$ cat src/rtl/music_prod_accum_if.sv
// Stream interface for the MUSIC product accumulator.
// Carries the product input stream and the packet-sum output stream.
// The slave modport is the accumulator side. The master modport is the producer/consumer side.
interface music_prod_accum_if #(
  parameter int DIN_WIDTH  = 15,
  parameter int DOUT_WIDTH = 16,
  parameter int CNT_WIDTH  = 8
);
  logic signed [DIN_WIDTH-1:0]  prod_tdata;
  logic                         prod_tvalid;
  logic                         prod_tlast;
  logic                         prod_tready;
  logic signed [DOUT_WIDTH-1:0] sum_tdata;
  logic [CNT_WIDTH-1:0]         sum_tcnt;
  logic                         sum_ovf;
  logic                         sum_tvalid;
  logic                         sum_tready;

  modport slave (
    input  prod_tdata, prod_tvalid, prod_tlast, sum_tready,
    output prod_tready, sum_tdata, sum_tcnt, sum_ovf, sum_tvalid
  );

  modport master (
    output prod_tdata, prod_tvalid, prod_tlast, sum_tready,
    input  prod_tready, sum_tdata, sum_tcnt, sum_ovf, sum_tvalid
  );
endinterface

$ cat src/rtl/music_prod_accum.sv
// MUSIC product accumulator.
// Sums a tlast-delimited packet of signed products into a wide accumulator.
// It then emits the result once per packet: scaled, saturated, with the beat count and a wrap flag.
// Optional macro MUSIC_PROD_ACCUM_ROUND_EN adds round-half-up before the scaling shift.
// Without the macro, the shift is a plain floor.
// The interface widths must match DIN_WIDTH/DOUT_WIDTH/CNT_WIDTH.
module music_prod_accum #(
  parameter int DIN_WIDTH  = 15,
  parameter int ACC_WIDTH  = 24,
  parameter int DOUT_WIDTH = 16,
  parameter int SHIFT      = 2,
  parameter int CNT_WIDTH  = 8
) (
  input logic               ap_clk,
  input logic               ap_rst,
  music_prod_accum_if.slave bus
);

  localparam logic [0:0] ST_ACCUM = 1'b0;
  localparam logic [0:0] ST_HOLD  = 1'b1;

  localparam logic [CNT_WIDTH-1:0] CNT_MAX = '1;

  // Saturation bounds, expressed at the pre-shift width (ACC_WIDTH+1).
  localparam logic signed [ACC_WIDTH:0] SAT_MAX =
    {{(ACC_WIDTH-DOUT_WIDTH+2){1'b0}}, {(DOUT_WIDTH-1){1'b1}}};
  localparam logic signed [ACC_WIDTH:0] SAT_MIN =
    {{(ACC_WIDTH-DOUT_WIDTH+2){1'b1}}, {(DOUT_WIDTH-1){1'b0}}};

`ifdef MUSIC_PROD_ACCUM_ROUND_EN
  localparam int RND_INT = (SHIFT > 0) ? (1 << ((SHIFT > 0) ? SHIFT - 1 : 0)) : 0;
  localparam logic signed [ACC_WIDTH:0] RND = (ACC_WIDTH+1)'(RND_INT);
`endif

  logic [0:0]                   state_q, state_d;
  logic signed [ACC_WIDTH-1:0]  acc_q, acc_d;
  logic [CNT_WIDTH-1:0]         cnt_q, cnt_d;
  logic                         ovf_q, ovf_d;
  logic signed [DOUT_WIDTH-1:0] sum_data_q, sum_data_d;
  logic [CNT_WIDTH-1:0]         sum_cnt_q, sum_cnt_d;
  logic                         sum_ovf_q, sum_ovf_d;
  logic                         sum_vld_q, sum_vld_d;

  logic signed [ACC_WIDTH-1:0]  din_ext;
  logic signed [ACC_WIDTH-1:0]  acc_sum;
  logic                         add_ovf;
  logic [CNT_WIDTH-1:0]         cnt_inc;
  logic signed [ACC_WIDTH:0]    pre_shift;
  logic signed [ACC_WIDTH:0]    shifted;
  logic signed [DOUT_WIDTH-1:0] sat_val;
  logic                         beat;

  // Datapath: running sum including the current beat, its wrap detect, and the scaled/saturated result.
  always_comb begin
    din_ext   = {{(ACC_WIDTH-DIN_WIDTH){bus.prod_tdata[DIN_WIDTH-1]}}, bus.prod_tdata};
    acc_sum   = acc_q + din_ext;
    add_ovf   = (acc_q[ACC_WIDTH-1] == din_ext[ACC_WIDTH-1]) &&
                (acc_sum[ACC_WIDTH-1] != acc_q[ACC_WIDTH-1]);
    cnt_inc   = (cnt_q == CNT_MAX) ? cnt_q : cnt_q + 1'b1;
    // One extra bit of headroom, so the rounding add cannot wrap.
    pre_shift = {acc_sum[ACC_WIDTH-1], acc_sum};
`ifdef MUSIC_PROD_ACCUM_ROUND_EN
    pre_shift = pre_shift + RND;
`endif
    shifted   = pre_shift >>> SHIFT;
    if (shifted > SAT_MAX)      sat_val = {1'b0, {(DOUT_WIDTH-1){1'b1}}};
    else if (shifted < SAT_MIN) sat_val = {1'b1, {(DOUT_WIDTH-1){1'b0}}};
    else                        sat_val = shifted[DOUT_WIDTH-1:0];
    beat      = (state_q == ST_ACCUM) && bus.prod_tvalid;
  end

  // Control: accumulate in ACCUM, publish on tlast, then park in HOLD until the result is taken.
  always_comb begin
    state_d    = state_q;
    acc_d      = acc_q;
    cnt_d      = cnt_q;
    ovf_d      = ovf_q;
    sum_data_d = sum_data_q;
    sum_cnt_d  = sum_cnt_q;
    sum_ovf_d  = sum_ovf_q;
    sum_vld_d  = sum_vld_q;
    if (state_q == ST_ACCUM) begin
      if (beat) begin
        if (bus.prod_tlast) begin
          sum_data_d = sat_val;
          sum_cnt_d  = cnt_inc;
          sum_ovf_d  = ovf_q | add_ovf;
          sum_vld_d  = 1'b1;
          acc_d      = '0;
          cnt_d      = '0;
          ovf_d      = 1'b0;
          state_d    = ST_HOLD;
        end else begin
          acc_d = acc_sum;
          cnt_d = cnt_inc;
          ovf_d = ovf_q | add_ovf;
        end
      end
    end else if (bus.sum_tready) begin
      sum_vld_d = 1'b0;
      state_d   = ST_ACCUM;
    end
  end

  // State registers with synchronous reset; a reset drops any partial packet.
  always_ff @(posedge ap_clk) begin
    if (ap_rst) begin
      state_q    <= ST_ACCUM;
      acc_q      <= '0;
      cnt_q      <= '0;
      ovf_q      <= 1'b0;
      sum_data_q <= '0;
      sum_cnt_q  <= '0;
      sum_ovf_q  <= 1'b0;
      sum_vld_q  <= 1'b0;
    end else begin
      state_q    <= state_d;
      acc_q      <= acc_d;
      cnt_q      <= cnt_d;
      ovf_q      <= ovf_d;
      sum_data_q <= sum_data_d;
      sum_cnt_q  <= sum_cnt_d;
      sum_ovf_q  <= sum_ovf_d;
      sum_vld_q  <= sum_vld_d;
    end
  end

  assign bus.prod_tready = (state_q == ST_ACCUM);
  assign bus.sum_tdata   = sum_data_q;
  assign bus.sum_tcnt    = sum_cnt_q;
  assign bus.sum_ovf     = sum_ovf_q;
  assign bus.sum_tvalid  = sum_vld_q;

endmodule

$ cat src/flat_wrapper.sv
// flat-port wrapper written by rule: the top's interface ports become plain ports
module music_prod_accum_flat 
#(
  parameter int DIN_WIDTH  = 15,
  parameter int ACC_WIDTH  = 24,
  parameter int DOUT_WIDTH = 16,
  parameter int SHIFT      = 2,
  parameter int CNT_WIDTH  = 8
)
  (ap_clk, ap_rst, bus_prod_tdata, bus_prod_tvalid, bus_prod_tlast, bus_sum_tready, bus_prod_tready, bus_sum_tdata, bus_sum_tcnt, bus_sum_ovf, bus_sum_tvalid);
  music_prod_accum_if #(.DIN_WIDTH(DIN_WIDTH), .DOUT_WIDTH(DOUT_WIDTH), .CNT_WIDTH(CNT_WIDTH)) bus_i ();
  input logic ap_clk;
  input logic ap_rst;
  input wire logic [$bits(bus_i.prod_tdata)-1:0] bus_prod_tdata;
  input wire logic [$bits(bus_i.prod_tvalid)-1:0] bus_prod_tvalid;
  input wire logic [$bits(bus_i.prod_tlast)-1:0] bus_prod_tlast;
  input wire logic [$bits(bus_i.sum_tready)-1:0] bus_sum_tready;
  output wire logic [$bits(bus_i.prod_tready)-1:0] bus_prod_tready;
  output wire logic [$bits(bus_i.sum_tdata)-1:0] bus_sum_tdata;
  output wire logic [$bits(bus_i.sum_tcnt)-1:0] bus_sum_tcnt;
  output wire logic [$bits(bus_i.sum_ovf)-1:0] bus_sum_ovf;
  output wire logic [$bits(bus_i.sum_tvalid)-1:0] bus_sum_tvalid;
  assign bus_i.prod_tdata = bus_prod_tdata;
  assign bus_i.prod_tvalid = bus_prod_tvalid;
  assign bus_i.prod_tlast = bus_prod_tlast;
  assign bus_i.sum_tready = bus_sum_tready;
  assign bus_prod_tready = bus_i.prod_tready;
  assign bus_sum_tdata = bus_i.sum_tdata;
  assign bus_sum_tcnt = bus_i.sum_tcnt;
  assign bus_sum_ovf = bus_i.sum_ovf;
  assign bus_sum_tvalid = bus_i.sum_tvalid;
  music_prod_accum #(.DIN_WIDTH(DIN_WIDTH), .ACC_WIDTH(ACC_WIDTH), .DOUT_WIDTH(DOUT_WIDTH), .SHIFT(SHIFT), .CNT_WIDTH(CNT_WIDTH)) u_core (.ap_clk(ap_clk), .ap_rst(ap_rst), .bus(bus_i));
endmodule
$ cat config.mk
export PLATFORM = sky130hd
export DESIGN_NAME = music_prod_accum_flat
export DESIGN_NICKNAME = d
export VERILOG_FILES = /design/src/rtl/music_prod_accum_if.sv /design/src/rtl/music_prod_accum.sv /design/src/flat_wrapper.sv
export SDC_FILE = /design/constraint.sdc
export NUM_CORES = 1
export LEC_CHECK = 0
export ABC_CLOCK_PERIOD_IN_PS = 3680
export BUFFER_PORTS_ARGS = -buffer_cell sky130_fd_sc_hd__buf_2
export CORE_UTILIZATION = 59
export DETAILED_ROUTE_END_ITERATION = 7
export PLACE_DENSITY_LB_ADDON = 0.15
export SYNTH_ARGS = -nofsm -noshare
export SYNTH_HDL_FRONTEND = slang
export SYNTH_SLANG_ARGS = --single-unit
export TNS_END_PERCENT = 20
$ cat constraint.sdc
create_clock -name ap_clk -period 3.68 [get_ports ap_clk]
set_clock_uncertainty 0.15 [all_clocks]
set_input_delay 0.552 -clock ap_clk [delete_from_list [all_inputs] [get_ports ap_clk]]
set_output_delay 0.552 -clock ap_clk [all_outputs]
set_load 0.01 [all_outputs]
* Yosys cells after proc, flatten, opt, wreduce, memory -nomap -nowiden
Cells that the tools add are included.
W data, S select, Z words.
** Storage, ports and cells
- Memories :: 0
- Latch bits :: 0
- Bits in registers :: 60
- Memory bits (writable) :: 0
- Word-level logic and storage cells :: 39
- Input bits :: 20
- Memory bits (read-only) :: 0
- Output and inout bits :: 27
** Cells by class
- Multiplexer cells :: 14
- Divide/modulo/power cells :: 0
- Equal/unequal tests :: 4
- $lt $le $gt $ge :: 2
- $add $sub $neg :: 2
- Bitwise gates (word level) :: 2
- Multipliers :: 0
- Reductions and logical operators :: 7
- Shift-type cells :: 0
** Operators by type and width (number)
- $mux W16 :: 2
- $add A24 B15 Y24 :: 1
- $mux W24 :: 1
- $gt A22 B16 Y1 const B :: 1
- $lt A22 B16 Y1 const B :: 1
- $mux W8 :: 2
- $mux W1 :: 9
- $add A8 B1 Y8 const B :: 1
- $eq A8 B8 Y1 const B :: 1
- $reduce_and A3 Y1 :: 2
- $reduce_bool A2 Y1 :: 2
- $logic_and A1 B1 Y1 :: 2
- $ne A2 B2 Y1 const B :: 1
- $reduce_and A2 Y1 :: 1
- $eq A1 B1 Y1 :: 1
- $ne A1 B1 Y1 :: 1
- $not A1 Y1 :: 1
- $or A1 B1 Y1 :: 1

* Depth between registers and ports, before layout
- Word-level depth :: 5
- Depth in mapped cells :: 12

* Worst setup path after synthesis
OpenSTA, ideal clock, no wires.
- Path type :: input to register
- Start :: input bus_prod_tdata[0]
- End :: register u_core.sum_data_q[3] (netlist: u_core.bus.sum_tdata[3])
- Path buffers :: 1
- Setup time :: 0.092 ns
- Stages on the path :: 12
- Arrival :: 2.785 ns
- Path slack :: 0.653 ns
- Path through :: ha_1 -> inv_1 -> fa_1 -> nand2b_1 -> a21o_1 -> a311oi_2 -> or3_1 -> nand3_1 -> nor4_2 -> a31oi_2 -> buf_6 -> o32ai_1
** Between the ends
- Longest elaborated chain between the ends :: 4
** Ends and longest elaborated chain
- from (decl) :: line flat_wrapper.sv:14 : input wire logic [$bits(bus_i.prod_tdata)-1:0] bus_prod_tdata;
- $add A24 B15 Y24 * :: line music_prod_accum.sv:56 : acc_sum = acc_q + din_ext;
- $lt A22 B16 Y1 :: line music_prod_accum.sv:67 : else if (shifted < SAT_MIN) sat_val = {1'b1, {(DOUT_WIDTH-1){1'b0}}};
- $mux W16 :: line music_prod_accum.sv:67
- $mux W16 * :: line music_prod_accum.sv:66 : if (shifted > SAT_MAX) sat_val = {1'b0, {(DOUT_WIDTH-1){1'b1}}};
- to (signal assigned) :: line music_prod_accum.sv:121 : sum_data_q <= sum_data_d;
- to (decl) :: line music_prod_accum.sv:39 : logic signed [DOUT_WIDTH-1:0] sum_data_q, sum_data_d;
Mark *: on every way between the ends. The rest lies on a longest branch, timed or not.
A chain may end at the register's enable or synchronous reset.

* Final worst setup path
- Start :: register u_core.acc_q[0]
- End :: register u_core.sum_data_q[4] (netlist: u_core.bus.sum_tdata[4])
** Between the ends
- Longest elaborated chain between the ends :: 4
** Ends and longest elaborated chain
- from (decl) :: line music_prod_accum.sv:36 : logic signed [ACC_WIDTH-1:0] acc_q, acc_d;
- from (signal assigned) :: line music_prod_accum.sv:109 : acc_q <= '0;
- from (signal assigned) :: line music_prod_accum.sv:118 : acc_q <= acc_d;
- $add A24 B15 Y24 * :: line music_prod_accum.sv:56
- $lt A22 B16 Y1 :: line music_prod_accum.sv:67
- $mux W16 :: line music_prod_accum.sv:67
- $mux W16 * :: line music_prod_accum.sv:66
Marks and branches as above.

==> metrics.log <==
[metrics] Worst Hold Launch: u_core.bus.sum_tvalid$_SDFFE_PP0P_
[metrics] initial antenna violation count: 0
[metrics] post-synthesis xor/xnor area fraction: 0.04501
[metrics] Max IR drop VDD: 0.0003646 V
[metrics] crit path cell chain: ha_1 > inv_1 > fa_1 > nand2b_1 > a21o_1 > a311oi_2 > o211ai_1 > nand3_1 > nor4_2 > a31oi_2 > o32ai_1
[metrics] number of nets at the end of the flow: just under 600
[metrics] Setup Viol. Count Final: 0
[metrics] Adder-Cell Fraction of Synth Area: 0.08290
[metrics] Place WS: between 15 and 20 ps
[metrics] Leak: 1.865 nW
[metrics] biggest area consumer among synthesized cells: dfxtp_1
[metrics] category of the worst setup path launch point: register
[metrics] die span in y: 82.93 um
[metrics] sequential-to-total area share from yosys stat: 0.3109
[metrics] cell depth of the worst hold path: 2
[metrics] average via count per standard cell: 6.292
[metrics] drt initial violations: 232
[metrics] CTS resizes: 0
[metrics] Top delay family on crit path: compound AO/OA/AOI/OAI gates
[metrics] main combinational cell family by area after synthesis: compound AO/OA/AOI/OAI gates
[metrics] crit share post-route: 0.9352
[metrics] worst hold path class: reg2reg
[metrics] count of placed standard cells including taps: 600
[metrics] routing usage on met3: 0.06064
[metrics] Die X-Extent: 82.93 um
[metrics] count of standard-cell rows: 29
[metrics] post-detailed-route wirelength per cell: 16.43 um
[metrics] number of maximum-capacitance constraint violations: 0
[metrics] core area: roughly 6300 um2
[metrics] number of optimization iterations in the first detailed-route pass: 5
[metrics] run status: completed
[metrics] layout cell share with drive strength beyond 1: 0.1763
[metrics] met2 Resource Use GR: 0.5075
[metrics] highest-utilization routing layer at the global route stage: met2
[metrics] most common library cell in the layout ignoring fill and taps: nor2_1
[metrics] worst r2r dst: u_core.bus.sum_tdata[4]$_SDFFE_PP0P_
[metrics] area of placed instances: about 4200 um2
[metrics] Die ar.: 6877 um2
[metrics] clock-pin slew reported for the worst setup and hold paths after clock tree synthesis: around 70 ps
[metrics] worst setup path class: reg2reg
[metrics] share of synthesized flip-flops with an asynchronous set or reset: 0
[metrics] I/O Buffers: 46
[metrics] Cell Count, Final, Fillers Out: 616
[metrics] pwr/cell area: 420.5 nW/um2
[metrics] H-Tree Level Count: 3
[metrics] Area growth, synth to finish: 14.35%
[metrics] Max stage delay cell, worst path: a31oi_2
[metrics] summed instance area of the synthesized netlist: a little under 4000 um2
[metrics] kind of end point of the critical path: register
[metrics] worst slew pin tran: around 1100 ps
[metrics] setup slack after layout: ~240 ps
[metrics] vias in the first global route: 3576
[metrics] final hold vios: 0
[metrics] critical register-to-register path startpoint: u_core.acc_q[0]$_SDFFE_PP0P_
[metrics] number of filler instances in the final layout: ~530
[metrics] register-to-register setup slack: around 240 ps
[metrics] Hold-fix buffers, CTS: 0
[metrics] number of cells on the worst reg-to-reg path: 11
[metrics] buffers from clock root to sink, at most: 2
[metrics] most instantiated flip-flop cell in the synthesis netlist: dfxtp_1
[metrics] detailed placer's ending HPWL: 7239 um
[metrics] worst hold path endpoint: u_core.bus.sum_tvalid$_SDFFE_PP0P_
[metrics] number of top-level pins: 47
[metrics] post-synthesis share of cell area spent on and, or, nand and nor gates: 0.2393
[metrics] CP bufs+invs: 1
[metrics] met1 track demand over resource: 0.3787
[metrics] Clk Tree Root Cell: clkbuf_8
[metrics] Final Instance Area: around 4400 um2
[metrics] Yosys warning total: 0
[metrics] register bit count reported by yosys: 60
[metrics] cells after synthesis: around 490
[metrics] clock period minus worst slack: about 3400 ps
[metrics] synth unique cells: 61
[metrics] maximum fanout along the worst path: 14
[metrics] share of Yosys cell area claimed by the top area cell type: 0.3109
[metrics] final wirelength: 10120 um
[metrics] final number of max-transition violations: 0
[metrics] clock insertion delay at the later pin of the skew report: 340 ps
[metrics] all-layer global routing usage: 0.3030
[metrics] mean cell area of the mapped netlist: between 7 and 8 um2
[metrics] drt drc: 0
[metrics] CTS buffer count: 9
[metrics] setup tns final: 0 ps
[metrics] top area cells in the synthesized netlist: dfxtp_1 31%, nor2_1 8.3%, ha_1 7.8%, a21oi_1 4.9%, nand2_1 4.3%
[metrics] clock tree from TritonCTS: yes
[metrics] Arrival @ worst endpoint: 3470 ps
[metrics] final weighted congestion in routability-driven placement: between 0.9 and 1
[metrics] total congestion overflow after global routing: 0
[metrics] Setup Buffers After CTS: 0
[metrics] fmax: 290.6 MHz
[metrics] initial core utilization: 0.6085
[metrics] antenna cells: 0
[metrics] largest net degree at the start of global routing: 62
[metrics] count of antenna-violating nets left after detailed routing: 0
[metrics] required arrival time at the worst endpoint: 3710 ps
[metrics] multiplexer fraction of the synthesized cell area: 0.007772
[metrics] via count of the routed design: just under 4k
[metrics] most used cells in the layout excluding fill and tap cells: 85 x nor2_1, 60 x dfxtp_1, 46 x buf_2
[metrics] Post-synth EDFFs: 0
[metrics] TritonCTS sink count: 60
[metrics] worst stage delay on the critical path: ~700 ps
[metrics] compound-gate portion of the synthesized area: 0.2704
[metrics] number of nets produced by synthesis: 530
[metrics] global-route wire length before repair: 16830 um
[metrics] Max-Slew Margin vs Limit: 0.2659
[metrics] RSZ-0062 raised after global routing: false
registers in the layout, summed over array words and instances, names as in the netlist:
signal and count:
u_core.bus.sum_tvalid 1, u_core.state_q 1, u_core.bus.sum_tdata 16, u_core.bus.sum_tcnt 8
u_core.cnt_q 8, u_core.acc_q 24, u_core.bus.sum_ovf 1, u_core.ovf_q 1
final cells by class:
class,instances,area (um2),area share
tap,77,96.34,0.02181
inverter,9,33.78,0.007647
clock inverter,3,68.82,0.01558
multi-input combinational,390,2494,0.5644
clock buffer,13,158.9,0.03597
timing repair buffer,64,365.4,0.08270
sequential,60,1201,0.2719
worst reg2reg max path, cell delays in order, from the launching register on:
cell,delay (ps)
dfxtp_1,340
ha_1,180
inv_1,60
fa_1,390
nand2b_1,190
a21o_1,200
a311oi_2,420
o211ai_1,180
nand3_1,170
nor4_2,80
a31oi_2,700
o32ai_1,200
report_power, final:
group,leakage (nW),switching [mW],total (mW),internal (mW)
combinational,1.26,0.268,0.445,0.177
clock,0.114,0.271,0.692,0.420
sequential,0.491,0.0275,0.721,0.694
total,1.86,0.567,1.86,1.29
cell families (layout without fill, tap and decap cells):
logic type	Yosys count	count (layout)
simple gates	199	199
compound gates	144	144
flops	60	60
buf+inv	35	89
fa+ha+maj	25	25
xor+xnor	19	19
mux	3	3
through the flow:
step           power [mW]    util  hold slack, ps
2_1_floorplan       1.046       -           285.6
3_3_place_gp        1.160  0.6599           286.4
3_5_place_dp        1.169  0.6599           296.6
4_1_cts             1.857  0.6958           306.5
5_1_grt             1.942  0.6958           323.1
6_report            1.858  0.6958           303.2
Yosys cell counts (all sizes together) (2+ instances only):
| cell | count |
|---|---|
| a22oi | 17 |
| and3 | 6 |
| ha | 24 |
| a211oi | 8 |
| nor2 | 85 |
| nor2b | 3 |
| dfxtp | 60 |
| xnor2 | 12 |
| o21ai | 20 |
| a311oi | 2 |
| o311a | 2 |
| a21oi | 40 |
| buf | 7 |
| clkbuf | 19 |
| and2 | 4 |
| nand4 | 4 |
| o21a | 2 |
| inv | 9 |
| nand2b | 5 |
| a31oi | 7 |
| a32oi | 4 |
| nor4 | 2 |
| o32ai | 14 |
| nand3b | 3 |
| nand2 | 44 |
| mux2i | 3 |
| or3 | 5 |
| a2bb2oi | 3 |
| and4 | 6 |
| nor3 | 16 |
| o211ai | 6 |
| o31ai | 2 |
| xor2 | 7 |
| nand3 | 14 |
| a21o | 6 |
how the worst max path moves through the flow:
stage | end | cells after the start | slack (ps) | startpoint
2_1_floorplan | u_core.bus.sum_tdata[3]$_SDFFE_PP0P_ | 12 | 650 | bus_prod_tdata[0]
3_3_place_gp | u_core.bus.sum_tdata[14]$_SDFFE_PP0P_ | 12 | 70 | bus_prod_tdata[0]
3_5_place_dp | u_core.bus.sum_tdata[14]$_SDFFE_PP0P_ | 12 | 20 | bus_prod_tdata[0]
4_1_cts | u_core.bus.sum_tdata[14]$_SDFFE_PP0P_ | 11 | 290 | u_core.acc_q[0]$_SDFFE_PP0P_
5_1_grt | u_core.bus.sum_tdata[9]$_SDFFE_PP0P_ | 11 | 90 | u_core.acc_q[0]$_SDFFE_PP0P_
6_report | u_core.bus.sum_tdata[4]$_SDFFE_PP0P_ | 11 | 240 | u_core.acc_q[0]$_SDFFE_PP0P_
per-layer routing:
| layer | part of all wire | wire (um) |
|---|---|---|
| met3 | 0.051 | 518 |
| met4 | 0.022 | 225 |
| met5 | 0 | 0 |
| met1 | 0.44 | 4469 |
| met2 | 0.48 | 4909 |
Note: power is estimated with default switching activity, not from simulation.
